File: src/rtl/fib_request_arbiter.sv
// -----------------------------------------------------------------------------
// fib_request_arbiter
//
// Purpose:
//   Shares one fibonacci_generator among NUM_REQ requesters using round-robin
//   arbitration. The winner's iteration count is latched and sent to the
//   generator with a single start pulse. The generator result and overflow flag
//   are captured when it finishes. They are returned with a one-cycle done pulse
//   to the requester that owned the generator.
//
// Optional feature:
//   FIB_ARB_WATCHDOG_EN - when defined, WAIT aborts after TIMEOUT_CYCLES without
//   gen_done_i. The aborted job reports result 0 and overflow 1, and timeout_o
//   pulses together with done_o. When undefined, WAIT waits indefinitely and
//   timeout_o is tied low.
//
// Ports:
//   clk_i, reset_i    clock and synchronous active-high reset
//   req_i             level request, one bit per requester
//   iterations_i      requester k count at [k*ITER_W +: ITER_W]
//   grant_o           one-hot owner of the generator, 0 when idle
//   done_o            one-cycle pulse to the owner when result_o is valid
//   result_o          registered result, holds until the next completion
//   overflow_o        registered overflow flag, updates with result_o
//   busy_o            high in every state except IDLE
//   gen_start_o       one-cycle start pulse to the generator
//   gen_iterations_o  latched iteration count for the generator
//   gen_done_i        generator completion strobe
//   gen_fibonacci_i   generator result
//   gen_overflow_i    generator overflow flag
//   timeout_o         watchdog abort indication, pulses with done_o
//
// Handshake:
//   A requester holds req_i until it sees its done_o bit. The transaction is
//   committed at grant time, so dropping req_i early does not cancel it.
//   grant_o stays high from LAUNCH through RESPOND. done_o is grant_o gated by
//   the RESPOND state, so it never goes to a requester that was not granted.
// -----------------------------------------------------------------------------
module fib_request_arbiter #(
    parameter int NUM_REQ        = 4,
    parameter int ITER_W         = 7,
    parameter int RESULT_W       = 14,
    parameter int TIMEOUT_CYCLES = 1024
) (
    input  logic                       clk_i,
    input  logic                       reset_i,
    input  logic [NUM_REQ-1:0]         req_i,
    input  logic [NUM_REQ*ITER_W-1:0]  iterations_i,
    output logic [NUM_REQ-1:0]         grant_o,
    output logic [NUM_REQ-1:0]         done_o,
    output logic [RESULT_W-1:0]        result_o,
    output logic                       overflow_o,
    output logic                       busy_o,
    output logic                       gen_start_o,
    output logic [ITER_W-1:0]          gen_iterations_o,
    input  logic                       gen_done_i,
    input  logic [RESULT_W-1:0]        gen_fibonacci_i,
    input  logic                       gen_overflow_i,
    output logic                       timeout_o
);

    localparam int IDX_W = (NUM_REQ > 1) ? $clog2(NUM_REQ) : 1;

    typedef enum logic [1:0] {
        ST_IDLE    = 2'd0,
        ST_LAUNCH  = 2'd1,
        ST_WAIT    = 2'd2,
        ST_RESPOND = 2'd3
    } state_t;

    state_t              state_q, state_d;
    logic [IDX_W-1:0]    ptr_q, ptr_d;
    logic [IDX_W-1:0]    idx_q, idx_d;
    logic [ITER_W-1:0]   iter_q, iter_d;
    logic [NUM_REQ-1:0]  grant_q, grant_d;
    logic [RESULT_W-1:0] result_q, result_d;
    logic                overflow_q, overflow_d;

    logic                pick_valid;
    logic [IDX_W-1:0]    pick_idx;

`ifdef FIB_ARB_WATCHDOG_EN
    localparam int CNT_W = $clog2(TIMEOUT_CYCLES) + 1;
    logic [CNT_W-1:0] wd_cnt_q, wd_cnt_d;
    logic             timed_out_q, timed_out_d;
`endif

    // Search from the requester after the last one served. The search wraps
    // around, so the last winner is checked last.
    always_comb begin
        pick_valid = 1'b0;
        pick_idx   = '0;
        for (int i = 1; i <= NUM_REQ; i++) begin
            if (!pick_valid && req_i[(int'(ptr_q) + i) % NUM_REQ]) begin
                pick_valid = 1'b1;
                pick_idx   = IDX_W'((int'(ptr_q) + i) % NUM_REQ);
            end
        end
    end

    always_comb begin
        state_d    = state_q;
        ptr_d      = ptr_q;
        idx_d      = idx_q;
        iter_d     = iter_q;
        grant_d    = grant_q;
        result_d   = result_q;
        overflow_d = overflow_q;
`ifdef FIB_ARB_WATCHDOG_EN
        wd_cnt_d    = wd_cnt_q;
        timed_out_d = timed_out_q;
`endif
        case (state_q)
            ST_IDLE: begin
                if (pick_valid) begin
                    idx_d   = pick_idx;
                    iter_d  = iterations_i[int'(pick_idx)*ITER_W +: ITER_W];
                    grant_d = {{(NUM_REQ-1){1'b0}}, 1'b1} << pick_idx;
                    state_d = ST_LAUNCH;
                end
            end
            ST_LAUNCH: begin
                state_d = ST_WAIT;
`ifdef FIB_ARB_WATCHDOG_EN
                wd_cnt_d    = '0;
                timed_out_d = 1'b0;
`endif
            end
            ST_WAIT: begin
                // A real completion wins over a watchdog expiry in the same cycle.
                if (gen_done_i) begin
                    result_d   = gen_fibonacci_i;
                    overflow_d = gen_overflow_i;
                    state_d    = ST_RESPOND;
                end
`ifdef FIB_ARB_WATCHDOG_EN
                else if (wd_cnt_q == CNT_W'(TIMEOUT_CYCLES - 1)) begin
                    result_d    = '0;
                    overflow_d  = 1'b1;
                    timed_out_d = 1'b1;
                    state_d     = ST_RESPOND;
                end else begin
                    wd_cnt_d = wd_cnt_q + 1'b1;
                end
`endif
            end
            ST_RESPOND: begin
                ptr_d   = idx_q;
                grant_d = '0;
                state_d = ST_IDLE;
            end
            default: begin
                state_d = ST_IDLE;
                grant_d = '0;
            end
        endcase
    end

    always_ff @(posedge clk_i) begin
        if (reset_i) begin
            state_q    <= ST_IDLE;
            ptr_q      <= IDX_W'(NUM_REQ - 1);
            idx_q      <= '0;
            iter_q     <= '0;
            grant_q    <= '0;
            result_q   <= '0;
            overflow_q <= 1'b0;
        end else begin
            state_q    <= state_d;
            ptr_q      <= ptr_d;
            idx_q      <= idx_d;
            iter_q     <= iter_d;
            grant_q    <= grant_d;
            result_q   <= result_d;
            overflow_q <= overflow_d;
        end
    end

`ifdef FIB_ARB_WATCHDOG_EN
    always_ff @(posedge clk_i) begin
        if (reset_i) begin
            wd_cnt_q    <= '0;
            timed_out_q <= 1'b0;
        end else begin
            wd_cnt_q    <= wd_cnt_d;
            timed_out_q <= timed_out_d;
        end
    end

    assign timeout_o = (state_q == ST_RESPOND) && timed_out_q;
`else
    assign timeout_o = 1'b0;
`endif

    assign grant_o          = grant_q;
    assign done_o           = (state_q == ST_RESPOND) ? grant_q : '0;
    assign result_o         = result_q;
    assign overflow_o       = overflow_q;
    assign busy_o           = (state_q != ST_IDLE);
    assign gen_start_o      = (state_q == ST_LAUNCH);
    assign gen_iterations_o = iter_q;

endmodule

File: config.mk
export PLATFORM = sky130hd
export DESIGN_NAME = fib_request_arbiter
export DESIGN_NICKNAME = d
export VERILOG_FILES = /design/src/rtl/fib_request_arbiter.sv
export SDC_FILE = /design/constraint.sdc
export NUM_CORES = 1
export LEC_CHECK = 0
export CAP_MARGIN = 5
export CELL_PAD_IN_SITES_DETAIL_PLACEMENT = 1
export CELL_PAD_IN_SITES_GLOBAL_PLACEMENT = 2
export CORE_UTILIZATION = 21
export DETAILED_ROUTE_END_ITERATION = 6
export GPL_TIMING_DRIVEN = 0
export PLACE_DENSITY_LB_ADDON = 0.1
export SYNTH_ARGS = -nofsm -noshare
export SYNTH_HDL_FRONTEND = slang
export SYNTH_SLANG_ARGS = --single-unit
File: constraint.sdc
create_clock -name clk_i -period 2.1 [get_ports clk_i]
set_input_delay 0.42 -clock clk_i [delete_from_list [all_inputs] [get_ports clk_i]]
set_output_delay 0.42 -clock clk_i [all_outputs]
set_load 0.05 [all_outputs]
==> run summary <==
Status = complete, no violations
DR pass1 iterations = 4
Core area = 0.00729 sq mm
CTS buffer count = 5
Clk Latency, worst-skew pair = 290 ps
Total gr overflow = 0
Maximum VDD drop = 0.472 mV
Fmax = 0.496 GHz
PD cells = 1080 mW/mm^2
Clock root buffer = clkbuf_8
Final WL = 5510 um
Initial core utilization = 21.8%
Slowest-stage cell, CP = clkdlybuf4s50_1
Setup TNS = 0 ps
Commonest non-fill, non-tap cell in the layout = clkdlybuf4s50_1
PortBufs = 81
Global-route wire length before repair = 8440 um
WL per Instance = 14.2 um
Share of cells above drive strength 1 = 10.7%
Vias per cell = 4.39
Io pins = 83
Row count = 31
Unrepaired setup endpoints after global routing = true
Seq/Total Area, Yosys = 40.3%
Setup violations, final = 0
Antenna diodes = 0
Post-route clock period utilization = 95.9%
Ys Warns = 0
Most frequent cells in the layout = 73 x clkdlybuf4s50_1, 39 x nand2_1, 32 x dfxtp_1
R2R setup slack = 240 ps
Total GRT Usage = 14.4%
CTS Buffer Depth = 2
WS Path Type = in2reg
Hold Path Class = reg2reg
Hold Violations, Final = 0
Slew @ Worst Pin = 543 ps
DIE HEIGHT = 89.1 um
Area delta synth->final = 71.1%
Area of the multi-input gates = 885 sq um
MaxCap Viol Count = 0
Min-delay src = result_o[0]$_SDFFE_PP0P_
Die ar. = 0.00793 sq mm
Worst Hold Depth = 2
Antenna Nets Post-Route = 0
CTS tree = yes
Worst path required time = 2240 ps
Reg2reg start = ptr_q[1]$_SDFFE_PP1P_
GPL Wtd Cong = 0.695
Register area = 641 sq um
Syn Area/Cell = 8.08 sq um
Relative slew slack = 63.8%
Maximum fanout along the worst path = 10
Post-DP HPWL = 4020 um
Utilization after layout = 37.4%
Leakage = 1.02 nW
Residual DRC = 0
CP Cell Sequence = clkdlybuf4s50_1, nand2b_4, o22ai_4, a21o_1, buf_6, buf_6, a211oi_1, a211oi_1
Number of global-route vias before repair = 1667
RR Endpoint = gen_iterations_o[5]$_SDFFE_PP0P_
Initial DRC count = 40
Nets = 343
Syn nets = 252
Worst Hold Endpoint = result_o[0]$_SDFFE_PP0P_
Cts hold-fix bufs = 0
H-tree lvl count = 2
Gate Count Post-Synth = 197
Tmin final = 2010 ps
Clock transition at path regs = 80 ps
Clk sinks = 32
Largest net degree at the start of global routing = 11
Synth Register Bits = 32
Antenna violations before repair = 0
R2R depth = 8
Chip width = 89.1 um
Filler cell count = 889
Mapped Area = 0.00159 sq mm
Crit path arrival time = 2150 ps
Startpoint Class = input pin
Final slew viol count = 0
Clock skew after layout = 10.3 ps
Yosys cell types = 30
Crit. End Element = flip-flop
DR vias = 1703
Worst path max stage delay = 580 ps
## per-layer routing
layer	part of all wire, %	global-route usage [%]	wire length [um]	vias up
met2	46	22.3	2540	41
met3	5.3	4.16	290	8
met4	1.5	4.47	81	0
li1	-	-	-	862
met5	0	0	0	-
met1	47	19.4	2600	792
## where the power goes
part / total (mW) / switching, mW / internal (mW)
registers: 0.837 / 0.0867 / 0.750
logic: 1.51 / 0.974 / 0.535
clock network: 0.596 / 0.244 / 0.352
total: 2.94 / 1.31 / 1.64
## cells in the mapped netlist
cell type | instances | share of area (%)
clkbuf_1 | 6 | 1.4
buf_6 | 3 | 2.1
nor2b_1 | 3 | 1.2
o22ai_1 | 1 | 0.39
nor4_1 | 1 | 0.39
a21oi_2 | 1 | 0.55
a31oi_1 | 1 | 0.39
conb_1 | 1 | 0.24
nand3b_1 | 2 | 0.94
a21oi_1 | 21 | 6.6
ha_1 | 5 | 3.9
o21ai_2 | 1 | 0.55
nand3_1 | 1 | 0.31
and2_1 | 5 | 2.0
nand2_1 | 39 | 9.2
mux2i_1 | 9 | 5.7
a32oi_1 | 1 | 0.55
a2bb2oi_1 | 1 | 0.55
nor2_1 | 8 | 1.9
o21ai_0 | 10 | 3.1
dfxtp_1 | 32 | 40
o22ai_2 | 1 | 0.79
o21a_1 | 1 | 0.47
o211ai_1 | 1 | 0.47
a211oi_1 | 22 | 10
nand2b_1 | 2 | 0.79
or3_1 | 1 | 0.39
inv_1 | 15 | 3.5
a21o_1 | 1 | 0.47
buf_4 | 1 | 0.47
## through the flow
step / setup slack (ps) / power, mW / hold slack [ps] / area (sq um) / cells
6_report: 85.7 / 2.94 / 458 / 2720 / 388
5_1_grt: -47.9 / 3.13 / 484 / 2720 / 388
4_1_cts: 11.7 / 2.95 / 463 / 2650 / 384
3_5_place_dp: -345 / 2.33 / 453 / 2530 / 377
3_3_place_gp: -360 / 2.32 / 443 / 2530 / 377
2_1_floorplan: 463 / 1.79 / 436 / 1590 / 197
## how the worst max path moves through the flow
stage / slack, ps / startpoint / end
final: 90 / req_i[2] / gen_iterations_o[5]$_SDFFE_PP0P_
after global routing: -50 / req_i[2] / gen_iterations_o[5]$_SDFFE_PP0P_
after CTS: 10 / req_i[1] / grant_o[2]$_SDFFE_PP0P_
after detailed placement: -350 / req_i[1] / grant_o[2]$_SDFFE_PP0P_
after global placement: -360 / req_i[1] / grant_o[1]$_SDFFE_PP0P_
after floorplan: 460 / ptr_q[1]$_SDFFE_PP1P_ / gen_iterations_o[0]$_SDFFE_PP0P_
## final cells by class
cell class / instances / share of cell area [%]
sequential: 32 / 23.5
timing repair buffer: 85 / 31.2
clock buffer: 6 / 2.66
multi-input combinational: 140 / 32.5
tap: 99 / 4.55
inverter: 15 / 2.07
clock inverter: 2 / 1.29
buffer: 9 / 2.20
## sequential cells by signal, indices dropped and copies added (netlist names)
| signal | count |
|---|---|
| grant_o | 4 |
| ptr_q | 2 |
| state_q | 2 |
| idx_q | 2 |
| overflow_o | 1 |
| gen_iterations_o | 7 |
| result_o | 14 |
## cells by family after synthesis
kind of cell	after synthesis	share of synthesized area (%)
multiplexers	9	5.66
buffers and inverters	25	7.55
AND/OR/NAND/NOR	62	17.1
flip-flops	32	40.3
adder cells (fa/ha/maj)	5	3.93
other	1	0.236
AO/OA/AOI/OAI	63	25.3
## worst max-delay path, delay by kind of cell
kind / cells / cell delay [ps]
AO/OA/AOI/OAI: 4 / 650
AND/OR/NAND/NOR: 1 / 200
buffers and inverters: 3 / 880
## repair_timing
action                                  4_1_cts  5_1_grt
pin swaps                                     0        3
setup buffers                                 0        4
gates cloned                                  0        0
endpoints found under the setup margin       16       11
resized for setup                            20       10
Note: power is estimated with default switching activity, not from simulation.
